==> config.mk <==
export PLATFORM = sky130hd
export DESIGN_NAME = execute_stage
export DESIGN_NICKNAME = d
export VERILOG_FILES = /design/src/rtl/riscv_pkg.sv /design/src/rtl/div_iter.sv /design/src/rtl/execute_stage.sv
export SDC_FILE = /design/constraint.sdc
export NUM_CORES = 2
export LEC_CHECK = 0
export CORE_ASPECT_RATIO = 0.6
export CORE_UTILIZATION = 45
export CTS_CLUSTER_DIAMETER = 50
export DETAILED_ROUTE_END_ITERATION = 8
export GPL_TIMING_DRIVEN = 0
export PLACE_DENSITY = 0.7
export SYNTH_ARGS = -nofsm -noshare
export SYNTH_HDL_FRONTEND = slang
export SYNTH_SLANG_ARGS = --single-unit
==> constraint.sdc <==
create_clock -name clk -period 8.4 [get_ports clk]
set_clock_uncertainty 0.05 [all_clocks]
set_input_delay 1.68 -clock clk [delete_from_list [all_inputs] [get_ports clk]]
set_output_delay 1.68 -clock clk [all_outputs]
set_load 0.03 [all_outputs]
==> src/rtl/riscv_pkg.sv <==
// Shared RV32IM encodings for the execute stage: ALU ops, M-ext and branch funct3, forwarding and writeback selects.
// Latency: none (types and constants only).
// Backpressure: none.
package riscv_pkg;

    localparam int XLEN_P = 32;

    // ALU operation select driven by the decoder
    typedef enum logic [3:0] {
        ALU_ADD  = 4'd0,
        ALU_SUB  = 4'd1,
        ALU_AND  = 4'd2,
        ALU_OR   = 4'd3,
        ALU_XOR  = 4'd4,
        ALU_SLL  = 4'd5,
        ALU_SRL  = 4'd6,
        ALU_SRA  = 4'd7,
        ALU_SLT  = 4'd8,
        ALU_SLTU = 4'd9
    } alu_ctrl_e;

    // M-extension funct3
    localparam logic [2:0] MD_MUL    = 3'b000;
    localparam logic [2:0] MD_MULH   = 3'b001;
    localparam logic [2:0] MD_MULHSU = 3'b010;
    localparam logic [2:0] MD_MULHU  = 3'b011;
    localparam logic [2:0] MD_DIV    = 3'b100;
    localparam logic [2:0] MD_DIVU   = 3'b101;
    localparam logic [2:0] MD_REM    = 3'b110;
    localparam logic [2:0] MD_REMU   = 3'b111;

    // Branch funct3
    localparam logic [2:0] BR_EQ  = 3'b000;
    localparam logic [2:0] BR_NE  = 3'b001;
    localparam logic [2:0] BR_LT  = 3'b100;
    localparam logic [2:0] BR_GE  = 3'b101;
    localparam logic [2:0] BR_LTU = 3'b110;
    localparam logic [2:0] BR_GEU = 3'b111;

    // Forwarding selects; 2'b11 falls back to the register file value
    localparam logic [1:0] FWD_RD  = 2'b00;
    localparam logic [1:0] FWD_WB  = 2'b01;
    localparam logic [1:0] FWD_MEM = 2'b10;

    // Writeback source encodings carried down the pipe
    localparam logic [2:0] RES_ALU = 3'b000;
    localparam logic [2:0] RES_MEM = 3'b001;
    localparam logic [2:0] RES_PC4 = 3'b010;
    localparam logic [2:0] RES_LUI = 3'b011;

    // EX/MEM pipeline register contents
    typedef struct packed {
        logic [XLEN_P-1:0] alu_out;
        logic [XLEN_P-1:0] wdata;
        logic [XLEN_P-1:0] lui_auipc;
        logic [XLEN_P-1:0] pc_plus4;
        logic [2:0]        result_src;
        logic              mem_write;
        logic              reg_write;
        logic [4:0]        rd;
    } exmem_t;

endpackage

==> src/rtl/div_iter.sv <==
// Iterative restoring divider, one quotient bit per cycle, signed or unsigned, with sign fix-up on the way out.
// Latency: start accepted in IDLE, STEPS cycles in BUSY, result valid during the single DONE cycle.
// Backpressure: none internally; the caller must hold i_start until done and stall its upstream while busy.
module div_iter #(
    parameter int WIDTH = 32,
    parameter int STEPS = 32
) (
    input  logic             clk,
    input  logic             rst,
    input  logic             i_start,
    input  logic             i_signed,
    input  logic [WIDTH-1:0] i_dividend,
    input  logic [WIDTH-1:0] i_divisor,
    output logic             o_busy,
    output logic             o_done,
    output logic [WIDTH-1:0] o_quotient,
    output logic [WIDTH-1:0] o_remainder
);

    localparam int CNT_W = $clog2(STEPS);
    localparam logic [CNT_W-1:0] LAST_STEP = CNT_W'(STEPS - 1);

    localparam logic [1:0] S_IDLE = 2'd0;
    localparam logic [1:0] S_BUSY = 2'd1;
    localparam logic [1:0] S_DONE = 2'd2;

    logic [1:0]       r_state;
    logic [CNT_W-1:0] r_cnt;
    logic [WIDTH-1:0] r_rem;
    logic [WIDTH-1:0] r_quo;
    logic [WIDTH-1:0] r_dvs;
    logic             r_neg_q;
    logic             r_neg_r;

    logic             w_dvd_neg;
    logic             w_dvs_neg;
    logic [WIDTH-1:0] w_dvd_mag;
    logic [WIDTH-1:0] w_dvs_mag;
    logic [WIDTH:0]   w_shift;
    logic             w_ge;
    logic [WIDTH-1:0] w_sub;

    // Operand magnitudes; 0x80000000 maps to itself, which is the correct unsigned magnitude
    assign w_dvd_neg = i_signed & i_dividend[WIDTH-1];
    assign w_dvs_neg = i_signed & i_divisor[WIDTH-1];
    assign w_dvd_mag = w_dvd_neg ? -i_dividend : i_dividend;
    assign w_dvs_mag = w_dvs_neg ? -i_divisor  : i_divisor;

    // Restoring step: shift in the next dividend bit, subtract if it fits.
    // When the trial succeeds the true difference is below the divisor, so the low word is exact.
    assign w_shift = {r_rem, r_quo[WIDTH-1]};
    assign w_ge    = (w_shift >= {1'b0, r_dvs});
    assign w_sub   = w_shift[WIDTH-1:0] - r_dvs;

    // FSM, step counter and partial remainder / quotient shift register
    always_ff @(posedge clk or posedge rst) begin
        if (rst) begin
            r_state <= S_IDLE;
            r_cnt   <= '0;
            r_rem   <= '0;
            r_quo   <= '0;
            r_dvs   <= '0;
            r_neg_q <= 1'b0;
            r_neg_r <= 1'b0;
        end else begin
            case (r_state)
                S_IDLE: begin
                    if (i_start) begin
                        r_state <= S_BUSY;
                        r_cnt   <= '0;
                        r_rem   <= '0;
                        r_quo   <= w_dvd_mag;
                        r_dvs   <= w_dvs_mag;
                        r_neg_q <= w_dvd_neg ^ w_dvs_neg;
                        r_neg_r <= w_dvd_neg;
                    end
                end
                S_BUSY: begin
                    r_rem <= w_ge ? w_sub : w_shift[WIDTH-1:0];
                    r_quo <= {r_quo[WIDTH-2:0], w_ge};
                    r_cnt <= r_cnt + CNT_W'(1);
                    if (r_cnt == LAST_STEP) begin
                        r_state <= S_DONE;
                    end
                end
                S_DONE: begin
                    r_state <= S_IDLE;
                end
                default: begin
                    r_state <= S_IDLE;
                end
            endcase
        end
    end

    assign o_busy      = (r_state == S_BUSY);
    assign o_done      = (r_state == S_DONE);
    assign o_quotient  = r_neg_q ? -r_quo : r_quo;
    assign o_remainder = r_neg_r ? -r_rem : r_rem;

endmodule

==> src/rtl/execute_stage.sv <==
// RV32IM execute stage: forwarding, ALU, branch/jump resolution, LUI/AUIPC, MUL and iterative DIV/REM feeding EX/MEM.
// Latency: 1 cycle to M for ALU/MUL/special-case divides; DIV/REM result registered 34 cycles after entry.
// Backpressure: StallE holds IF/ID/EX for 33 cycles per divide while EX/MEM is loaded with bubbles.
module execute_stage
    import riscv_pkg::*;
#(
    parameter int XLEN      = 32,
    parameter int DIV_STEPS = 32
) (
    input  logic            clk,
    input  logic            reset,
    input  logic [XLEN-1:0] RD1E,
    input  logic [XLEN-1:0] RD2E,
    input  logic [XLEN-1:0] ImmExtE,
    input  logic [XLEN-1:0] PCE,
    input  logic [XLEN-1:0] PCPlus4E,
    input  logic [4:0]      RdE,
    input  alu_ctrl_e       ALUControlE,
    input  logic            MulDivE,
    input  logic [2:0]      MulDivOpE,
    input  logic            ALUSrcE,
    input  logic            LuiE,
    input  logic            JumpE,
    input  logic            JalrE,
    input  logic            BranchE,
    input  logic [2:0]      Funct3E,
    input  logic            MemWriteE,
    input  logic            RegWriteE,
    input  logic [2:0]      ResultSrcE,
    input  logic [1:0]      ForwardAE,
    input  logic [1:0]      ForwardBE,
    input  logic [XLEN-1:0] ResultW,
    output logic [XLEN-1:0] PCTargetE,
    output logic            PCSrcE,
    output logic            StallE,
    output logic [XLEN-1:0] ALUOutM,
    output logic [XLEN-1:0] MemWriteDataM,
    output logic [XLEN-1:0] LUI_or_AUIPCM,
    output logic [XLEN-1:0] PCPlus4M,
    output logic [2:0]      ResultSrcM,
    output logic            MemWriteM,
    output logic            RegWriteM,
    output logic [4:0]      RdM
);

    exmem_t            r_exmem;
    exmem_t            w_exmem_next;

    logic [XLEN-1:0]   w_src_a;
    logic [XLEN-1:0]   w_fwd_b;
    logic [XLEN-1:0]   w_src_b;
    logic [XLEN-1:0]   w_alu_res;
    logic              w_br_cond;
    logic [XLEN-1:0]   w_pc_imm;
    logic [XLEN-1:0]   w_jalr_sum;
    logic [XLEN-1:0]   w_lui_auipc;

    logic              w_mul_a_sgn;
    logic              w_mul_b_sgn;
    logic [2*XLEN-1:0] w_mul_a;
    logic [2*XLEN-1:0] w_mul_b;
    logic [2*XLEN-1:0] w_mul_prod;
    logic [XLEN-1:0]   w_mul_res;

    logic              w_div_signed;
    logic              w_div_is_rem;
    logic              w_div_zero;
    logic              w_div_ovf;
    logic              w_div_special;
    logic              w_div_req;
    logic              w_div_busy;
    logic              w_div_done;
    logic [XLEN-1:0]   w_div_quo;
    logic [XLEN-1:0]   w_div_rem;
    logic [XLEN-1:0]   w_div_res;
    logic [XLEN-1:0]   w_ex_res;

    // Operand forwarding from writeback or the EX/MEM register
    always_comb begin
        w_src_a = RD1E;
        w_fwd_b = RD2E;
        case (ForwardAE)
            FWD_WB:  w_src_a = ResultW;
            FWD_MEM: w_src_a = r_exmem.alu_out;
            default: w_src_a = RD1E;
        endcase
        case (ForwardBE)
            FWD_WB:  w_fwd_b = ResultW;
            FWD_MEM: w_fwd_b = r_exmem.alu_out;
            default: w_fwd_b = RD2E;
        endcase
    end

    assign w_src_b = ALUSrcE ? ImmExtE : w_fwd_b;

    // Integer ALU
    always_comb begin
        w_alu_res = '0;
        case (ALUControlE)
            ALU_ADD:  w_alu_res = w_src_a + w_src_b;
            ALU_SUB:  w_alu_res = w_src_a - w_src_b;
            ALU_AND:  w_alu_res = w_src_a & w_src_b;
            ALU_OR:   w_alu_res = w_src_a | w_src_b;
            ALU_XOR:  w_alu_res = w_src_a ^ w_src_b;
            ALU_SLL:  w_alu_res = w_src_a << w_src_b[4:0];
            ALU_SRL:  w_alu_res = w_src_a >> w_src_b[4:0];
            ALU_SRA:  w_alu_res = $signed(w_src_a) >>> w_src_b[4:0];
            ALU_SLT:  w_alu_res = {{(XLEN-1){1'b0}}, ($signed(w_src_a) < $signed(w_src_b))};
            ALU_SLTU: w_alu_res = {{(XLEN-1){1'b0}}, (w_src_a < w_src_b)};
            default:  w_alu_res = '0;
        endcase
    end

    // Branch condition on the forwarded register operands
    always_comb begin
        w_br_cond = 1'b0;
        case (Funct3E)
            BR_EQ:   w_br_cond = (w_src_a == w_fwd_b);
            BR_NE:   w_br_cond = (w_src_a != w_fwd_b);
            BR_LT:   w_br_cond = ($signed(w_src_a) <  $signed(w_fwd_b));
            BR_GE:   w_br_cond = ($signed(w_src_a) >= $signed(w_fwd_b));
            BR_LTU:  w_br_cond = (w_src_a <  w_fwd_b);
            BR_GEU:  w_br_cond = (w_src_a >= w_fwd_b);
            default: w_br_cond = 1'b0;
        endcase
    end

    assign w_pc_imm    = PCE + ImmExtE;
    assign w_jalr_sum  = w_src_a + ImmExtE;
    assign PCTargetE   = JalrE ? (w_jalr_sum & ~{{(XLEN-1){1'b0}}, 1'b1}) : w_pc_imm;
    assign PCSrcE      = ~StallE & (JumpE | (BranchE & w_br_cond));
    assign w_lui_auipc = LuiE ? ImmExtE : w_pc_imm;

    // Multiplier: sign- or zero-extend to 2*XLEN, the low 2*XLEN bits of the product are exact either way
    assign w_mul_a_sgn = (MulDivOpE != MD_MULHU);
    assign w_mul_b_sgn = (MulDivOpE == MD_MUL) || (MulDivOpE == MD_MULH);
    assign w_mul_a     = {{XLEN{w_mul_a_sgn & w_src_a[XLEN-1]}}, w_src_a};
    assign w_mul_b     = {{XLEN{w_mul_b_sgn & w_fwd_b[XLEN-1]}}, w_fwd_b};
    assign w_mul_prod  = w_mul_a * w_mul_b;
    assign w_mul_res   = (MulDivOpE == MD_MUL) ? w_mul_prod[XLEN-1:0] : w_mul_prod[2*XLEN-1:XLEN];

    // Divide: zero divisor and signed overflow resolve without the iterative unit
    assign w_div_signed  = ~MulDivOpE[0];
    assign w_div_is_rem  = MulDivOpE[1];
    assign w_div_zero    = (w_fwd_b == '0);
    assign w_div_ovf     = w_div_signed && (w_src_a == {1'b1, {(XLEN-1){1'b0}}}) && (w_fwd_b == '1);
    assign w_div_special = w_div_zero | w_div_ovf;
    assign w_div_req     = MulDivE & MulDivOpE[2] & ~w_div_special;

    div_iter #(
        .WIDTH (XLEN),
        .STEPS (DIV_STEPS)
    ) u_div (
        .clk         (clk),
        .rst         (reset),
        .i_start     (w_div_req),
        .i_signed    (w_div_signed),
        .i_dividend  (w_src_a),
        .i_divisor   (w_fwd_b),
        .o_busy      (w_div_busy),
        .o_done      (w_div_done),
        .o_quotient  (w_div_quo),
        .o_remainder (w_div_rem)
    );

    // The iterative result wins in DONE so late operand changes cannot select a special case
    always_comb begin
        w_div_res = '0;
        if (w_div_done) begin
            w_div_res = w_div_is_rem ? w_div_rem : w_div_quo;
        end else if (w_div_zero) begin
            w_div_res = w_div_is_rem ? w_src_a : '1;
        end else begin
            w_div_res = w_div_is_rem ? '0 : w_src_a;
        end
    end

    assign w_ex_res = MulDivE ? (MulDivOpE[2] ? w_div_res : w_mul_res) : w_alu_res;
    assign StallE   = ~reset & (w_div_busy | (w_div_req & ~w_div_done));

    assign w_exmem_next.alu_out    = w_ex_res;
    assign w_exmem_next.wdata      = w_fwd_b;
    assign w_exmem_next.lui_auipc  = w_lui_auipc;
    assign w_exmem_next.pc_plus4   = PCPlus4E;
    assign w_exmem_next.result_src = ResultSrcE;
    assign w_exmem_next.mem_write  = MemWriteE;
    assign w_exmem_next.reg_write  = RegWriteE;
    assign w_exmem_next.rd         = RdE;

    // EX/MEM register: bubble while stalled, data fields held
    always_ff @(posedge clk or posedge reset) begin
        if (reset) begin
            r_exmem <= '0;
        end else if (StallE) begin
            r_exmem.reg_write <= 1'b0;
            r_exmem.mem_write <= 1'b0;
            r_exmem.rd        <= '0;
        end else begin
            r_exmem <= w_exmem_next;
        end
    end

    assign ALUOutM       = r_exmem.alu_out;
    assign MemWriteDataM = r_exmem.wdata;
    assign LUI_or_AUIPCM = r_exmem.lui_auipc;
    assign PCPlus4M      = r_exmem.pc_plus4;
    assign ResultSrcM    = r_exmem.result_src;
    assign MemWriteM     = r_exmem.mem_write;
    assign RegWriteM     = r_exmem.reg_write;
    assign RdM           = r_exmem.rd;

endmodule

# After elaboration in Yosys (flattened, before gate mapping)
# Cells that the tools add are included.
# word_totals
regBits	243
latchBits	0
mem_bits_rw	0
mem_bits_ro	0
input_bits	224
memories	0
# op_classes
n_addsub	10
multipliers	1
div_mod_pow	0
n_lt_le_gt_ge	7
n_eq_ne	29
shifts	3
mux	30
bitwise_logic	22
n_reduce_logical	12
# op_table
operator	n
$mux 32	18
$pmux 32 s10	1
$pmux 32 s2	4
$lt 32x32->1	4
$neg 32->32	4
$add 32x32->32	3
$eq 32x32->1 const B	2
$ge 32x32->1	2
$mul 33x33->64	1
$sub 32x32->32	2
$ge 33x32->1	1
$and 32x32->32	1
$eq 32x32->1	1
$logic_not 32->1	1
$ne 32x32->1	1
$or 32x32->32	1
$shl 32x5->32	1
$shr 32x5->32	1
$sshr 32x5->32	1
$xor 32x32->32	1
$eq 4x3->1 const B	4
$eq 3x3->1 const B	4
$and 1x1->1	10
$pmux 5 s2	1
26 further kinds	44

# Logic depth before layout (Yosys ltp)
# depth
ltp_word	13
mapped_depth	39
mapped_depth_nobuf	34

# By module
# Synthesis repeated with hierarchy kept, for this count alone.
# unflattened
cells_unflattened	8342
hier_area_um2	67322.1
# by_module_without_submodules
module	n_inst	cells_per_inst	area_each_um2	seq_area_each_um2
execute_stage	1	7262	58497.4	3453.3
div_iter	1	1080	8824.7	2627.5

# Least setup slack after synthesis
# No wires, ideal clock.
# synth_timing
path_kind	input to register
start	input ForwardAE[0]
end	register r_exmem (netlist bit ALUOutM[19])
t_arrival_ns	10.508
t_required_ns	8.206
path_slack_ns	-2.302
stages	36
path_buffers	6
cell_sequence	inv_1 > ha_1 > buf_2 > buf_1 > buf_1 > nand2_1 > o21ai_0 > clkbuf_1 > clkbuf_1 > nand2_1 > fa_1 > inv_1 > fa_1 > fa_1 > inv_1 > fa_1 > inv_1 > fa_1 > fa_1 > fa_1 > inv_1 > fa_1 > inv_1 > ha_1 > clkbuf_1 > a21o_1 > o2bb2ai_1 > o311ai_0 > a21oi_1 > o31ai_1 > nor4_1 > or2_2 > a31oi_1 > xnor2_1 > a221oi_1 > o21ai_0
# synth_between
elab_chain_cells	11
elab_cells_between_ends	30
cone_classes	add/sub (2); mul (1); eq/ne (3); shift (3); mux (9); bitwise (10); reduce/logical (2)
# synth_lines
element	line_no	rtl
from (decl)	execute_stage.sv:30	input logic [1:0] ForwardAE,
$eq 2x2->1 or $eq 2x1->1 (tied branches)	execute_stage.sv:82	case (ForwardAE)
$pmux 32 s2 *	execute_stage.sv:82	
parallel branches: the longest is 9 deep, another holds $mul 33x33->64	-	
to (signal assigned)	execute_stage.sv:199	r_exmem <= w_exmem_next;
to (decl)	execute_stage.sv:46	exmem_t r_exmem;
# Mark *: on every way between the ends.
# A chain may end at the register's enable or synchronous reset.

# Worst setup path after layout
# layout_timing
start	input ForwardBE[1]
end	register r_exmem (netlist bit ALUOutM[28])
# layout_between
elab_chain_cells	10
elab_cells_between_ends	29
cone_classes	add/sub (2); mul (1); eq/ne (3); shift (3); mux (8); bitwise (10); reduce/logical (2)
# layout_lines
element	line_no	rtl
from (decl)	execute_stage.sv:31	input logic [1:0] ForwardBE,
$eq 2x2->1 or $eq 2x1->1 (tied branches)	execute_stage.sv:87	case (ForwardBE)
$pmux 32 s2 *	execute_stage.sv:87	
parallel branches: the longest is 8 deep, another holds $mul 33x33->64	-	
# Marked as above.

==> metrics.md <==
| Metric | Value |
|---|---|
| Worst EP required | `8810 ps` |
| Hold WC Path Type | `flop to flop` |
| Pre-CTS WS | `-7170 ps` |
| Failing checks | `design-rule violations, max-capacitance violations, max-slew violations, negative setup slack` |
| Post-synth top area cell | `fa_1` |
| WL final | `437000 um` |
| Post-synthesis cell count | `between 8k and 9k` |
| Worst path max stage delay | `750 ps` |
| CP Launch Type | `primary input` |
| Top layer in use | `met5` |
| Synth warn | `0` |
| MaxCap Viol Count | `10` |
| DP Wirelength | `342000 um` |
| Status | `finished, violations left` |
| M1 WL | `164000 um` |
| Final setup violation count | `37` |
| Met3 WL | `87600 um` |
| Die Height | `300 um` |
| Vias | `75.0k` |
| Post-DR vias/cell | `6.76` |
| PortBufs | `slightly below 400` |
| I/O pin cnt | `396` |
| First-pass GRT wire length | `577000 um` |
| Tmin final | `11200 ps` |
| Post-synthesis compound-gate area fraction | `16.0%` |
| Fin worst setup slack | `-2800 ps` |
| Largest fanout on the critical path | `10` |
| Commonest non-fill, non-tap cell in the layout | `nand2_1` |
| Syn_nets | `10.1k` |
| Post-synthesis xor/xnor area fraction | `3.66%` |
| Initial Util | `45.4%` |
| Adder-Cell Fraction of Synth Area | `43.0%` |
| Worst-skew pair later-pin latency | `660 ps` |
| Area Overhead vs Synth | `26.6%` |
| GP Congestion | `1.28` |
| CP max-delay cell | `fa_2` |
| Max Freq | `89.3 MHz` |
| Row cnt | `between 100 and 150` |
| Layout cells sized above 1 | `14.7%` |
| Post-synth top flop | `dfrtp_1` |
| Core area | `about 150000 um^2` |
| Seq cells post-synth | `243` |
| Most frequent cells in the layout | `nand2_1 (1240), inv_1 (1215), fa_1 (1078)` |
| Final hold violations | `0` |
| Die X-Extent | `499 um` |
| Synth top area share | `between 30% and 40%` |
| CTS tree | `yes` |
| Worst EP arrival | `about 12000 ps` |
| Total track usage | `a little under three fifths` |
| Vias in the first global route | `68.4k` |
| Max-slew violation count | `44` |
| Share of the yosys chip area belonging to registers | `9.10%` |
| CTS root buffer | `clkbuf_16` |
| Crit Path Category | `primary input to flop` |
| Ranking of synthesized cells by area | `fa_1 (34%), dfrtp_1 (9.1%), ha_1 (8.9%), inv_1 (7.2%), nand2_1 (7.1%)` |
| Drt first pass iters | `9` |
| Library cells used by synthesis | `93` |
| Post-synth EDFFs | `0` |
| Residual DRC | `43` |
| Multiplexer share of the synthesized area | `under 10%` |
| DRT iter0 DRCs | `between 10k and 15k` |
| Placed cell count | `10.6k` |
| Largest net degree at the start of global routing | `42` |
| Post-synth ARST share | `100%` |
| Grt ovf | `0` |
| Num CTS Buffers | `27` |
| Hold WS | `between 400 and 500 ps` |
| Avg Inst Size Synth | `8.11 um^2` |
| RSZ-0062 raised after global routing | `true` |
| Longest Clk Path Bufs | `3` |
| Die ar. | `about 150000 um^2` |
| Nets@finish | `10.9k` |
| Synth Area in Simple Gates | `between 15 and 20%` |
| Clock Pin Slew Worst Setup and Hold Paths | `70 ps` |
| CP endpoint kind | `flop` |
| Final worst-path cycle share | `133%` |
| Synthesized cell area | `between 60000 and 70000 um^2` |
| Final non-filler cell total | `roughly 11k` |
| Least-Margin Pin Slew | `roughly 1800 ps` |
| Sink Count | `243` |
| Met2 Wirelength | `148000 um` |
| Worst rel slew slack | `-18.7%` |
| Htree depth | `1` |
| Wirelength per Cell | `39.4 um` |
| Antenna violations before repair | `64` |
| Largest family of logic cells by synthesized area | `adder cells` |
| DRT antenna net count | `0` |
| Reg-to-reg slack, setup | `-1980 ps` |
| Post-CTS Hold Fix Bufs | `0` |
[routing by layer]
layer  vias up  track usage, %
li1      28362               -
met1     37214            73.2
met2      7763            65.8
met3      1598            40.1
met4        78            32.5
met5         -            14.7
[cell usage after synthesis, drive strengths merged, types with 16 or more instances]
library cell  instances
buf                 109
or2                  17
o21a                 68
maj3                 20
or4                  16
o21bai               34
nor4                 31
nand3                78
a211oi               46
ha                  475
a21oi               314
xor2                 68
o211ai               87
nor3                 71
or3                  17
inv                1306
o31ai                45
dfrtp               243
a21o                 76
a221oi               47
o21ai               488
clkbuf              398
and3                 33
o2111ai              16
o41ai                23
nand2b               40
clkinv               24
nand2              1272
xnor2               211
nor2                728
fa                 1130
a22oi               136
a31oi                71
o22ai                26
nor2b                39
o221ai               26
nand4                39
and2                 24
mux2i               144
[stage by stage]
stage / util, % / cell area, um^2 / TNS [ps]
after floorplan: - / 68000 / -31110
after global placement: 50.5 / 74400 / -503330
after detailed placement: 50.7 / 74700 / -431780
after CTS: 56.3 / 83000 / -60340
after global routing: 57.4 / 84500 / -72590
final: 57.4 / 84600 / -77770
[area by class of cell]
class                      count  area (um^2)
clock inverter                11          179
clock buffer                  35          746
timing repair buffer         805         7900
tap                         1942         2430
buffer                       495         4740
antenna                       70          175
fill                       13301        62700
multi-input combinational   6159        57000
inverter                    1330         5360
sequential                   243         6080
[cells by family after synthesis]
family,count (synthesis)
AOI/OAI and AO/OA,1656
buffers and inverters,1837
and+or+nand+nor,2437
xor gates and xnor gates,279
adders and majority gates,1625
DFF,243
muxes,162
[critical path, delay by kind of cell]
family	cells	cell delay (ps)
adders and majority gates	10	4720
buffers and inverters	16	2640
AOI/OAI and AO/OA	7	1790
and+or+nand+nor	5	510
xor gates and xnor gates	1	210
[final timing paths]
kind / start / endpoint / cells after the start
max reg2reg: ALUOutM[3]$_DFFE_PP0N_ / ALUOutM[28]$_DFFE_PP0N_ / 28
min: PCPlus4M[21]$_DFFE_PP0N_ / PCPlus4M[21]$_DFFE_PP0N_ / 2
min in group asynchronous: reset / ALUOutM[7]$_DFFE_PP0N_ / 2
min reg2reg: PCPlus4M[21]$_DFFE_PP0N_ / PCPlus4M[21]$_DFFE_PP0N_ / 2
max in group asynchronous: reset / u_div.r_dvs[26]$_DFFE_PP0P_ / 6
max: ForwardBE[1] / ALUOutM[28]$_DFFE_PP0N_ / 39
[registers in the layout, indices dropped and copies added (netlist names), 2 cells and up]
signal,cells
LUI_or_AUIPCM,32
u_div.r_quo,32
u_div.r_rem,32
ResultSrcM,3
u_div.r_dvs,32
u_div.r_cnt,5
PCPlus4M,32
MemWriteDataM,32
u_div.r_state,2
RdM,5
ALUOutM,32
[what timing repair did]
item,CTS,global route
gates resized for setup,1104,228
setup buffers,286,101
setup endpoints to repair,205,44
gates cloned,8,1
pin swaps,164,151
Power is not shown: default switching activity piles up to over one toggle a cycle in this logic, so the estimate is an artifact.
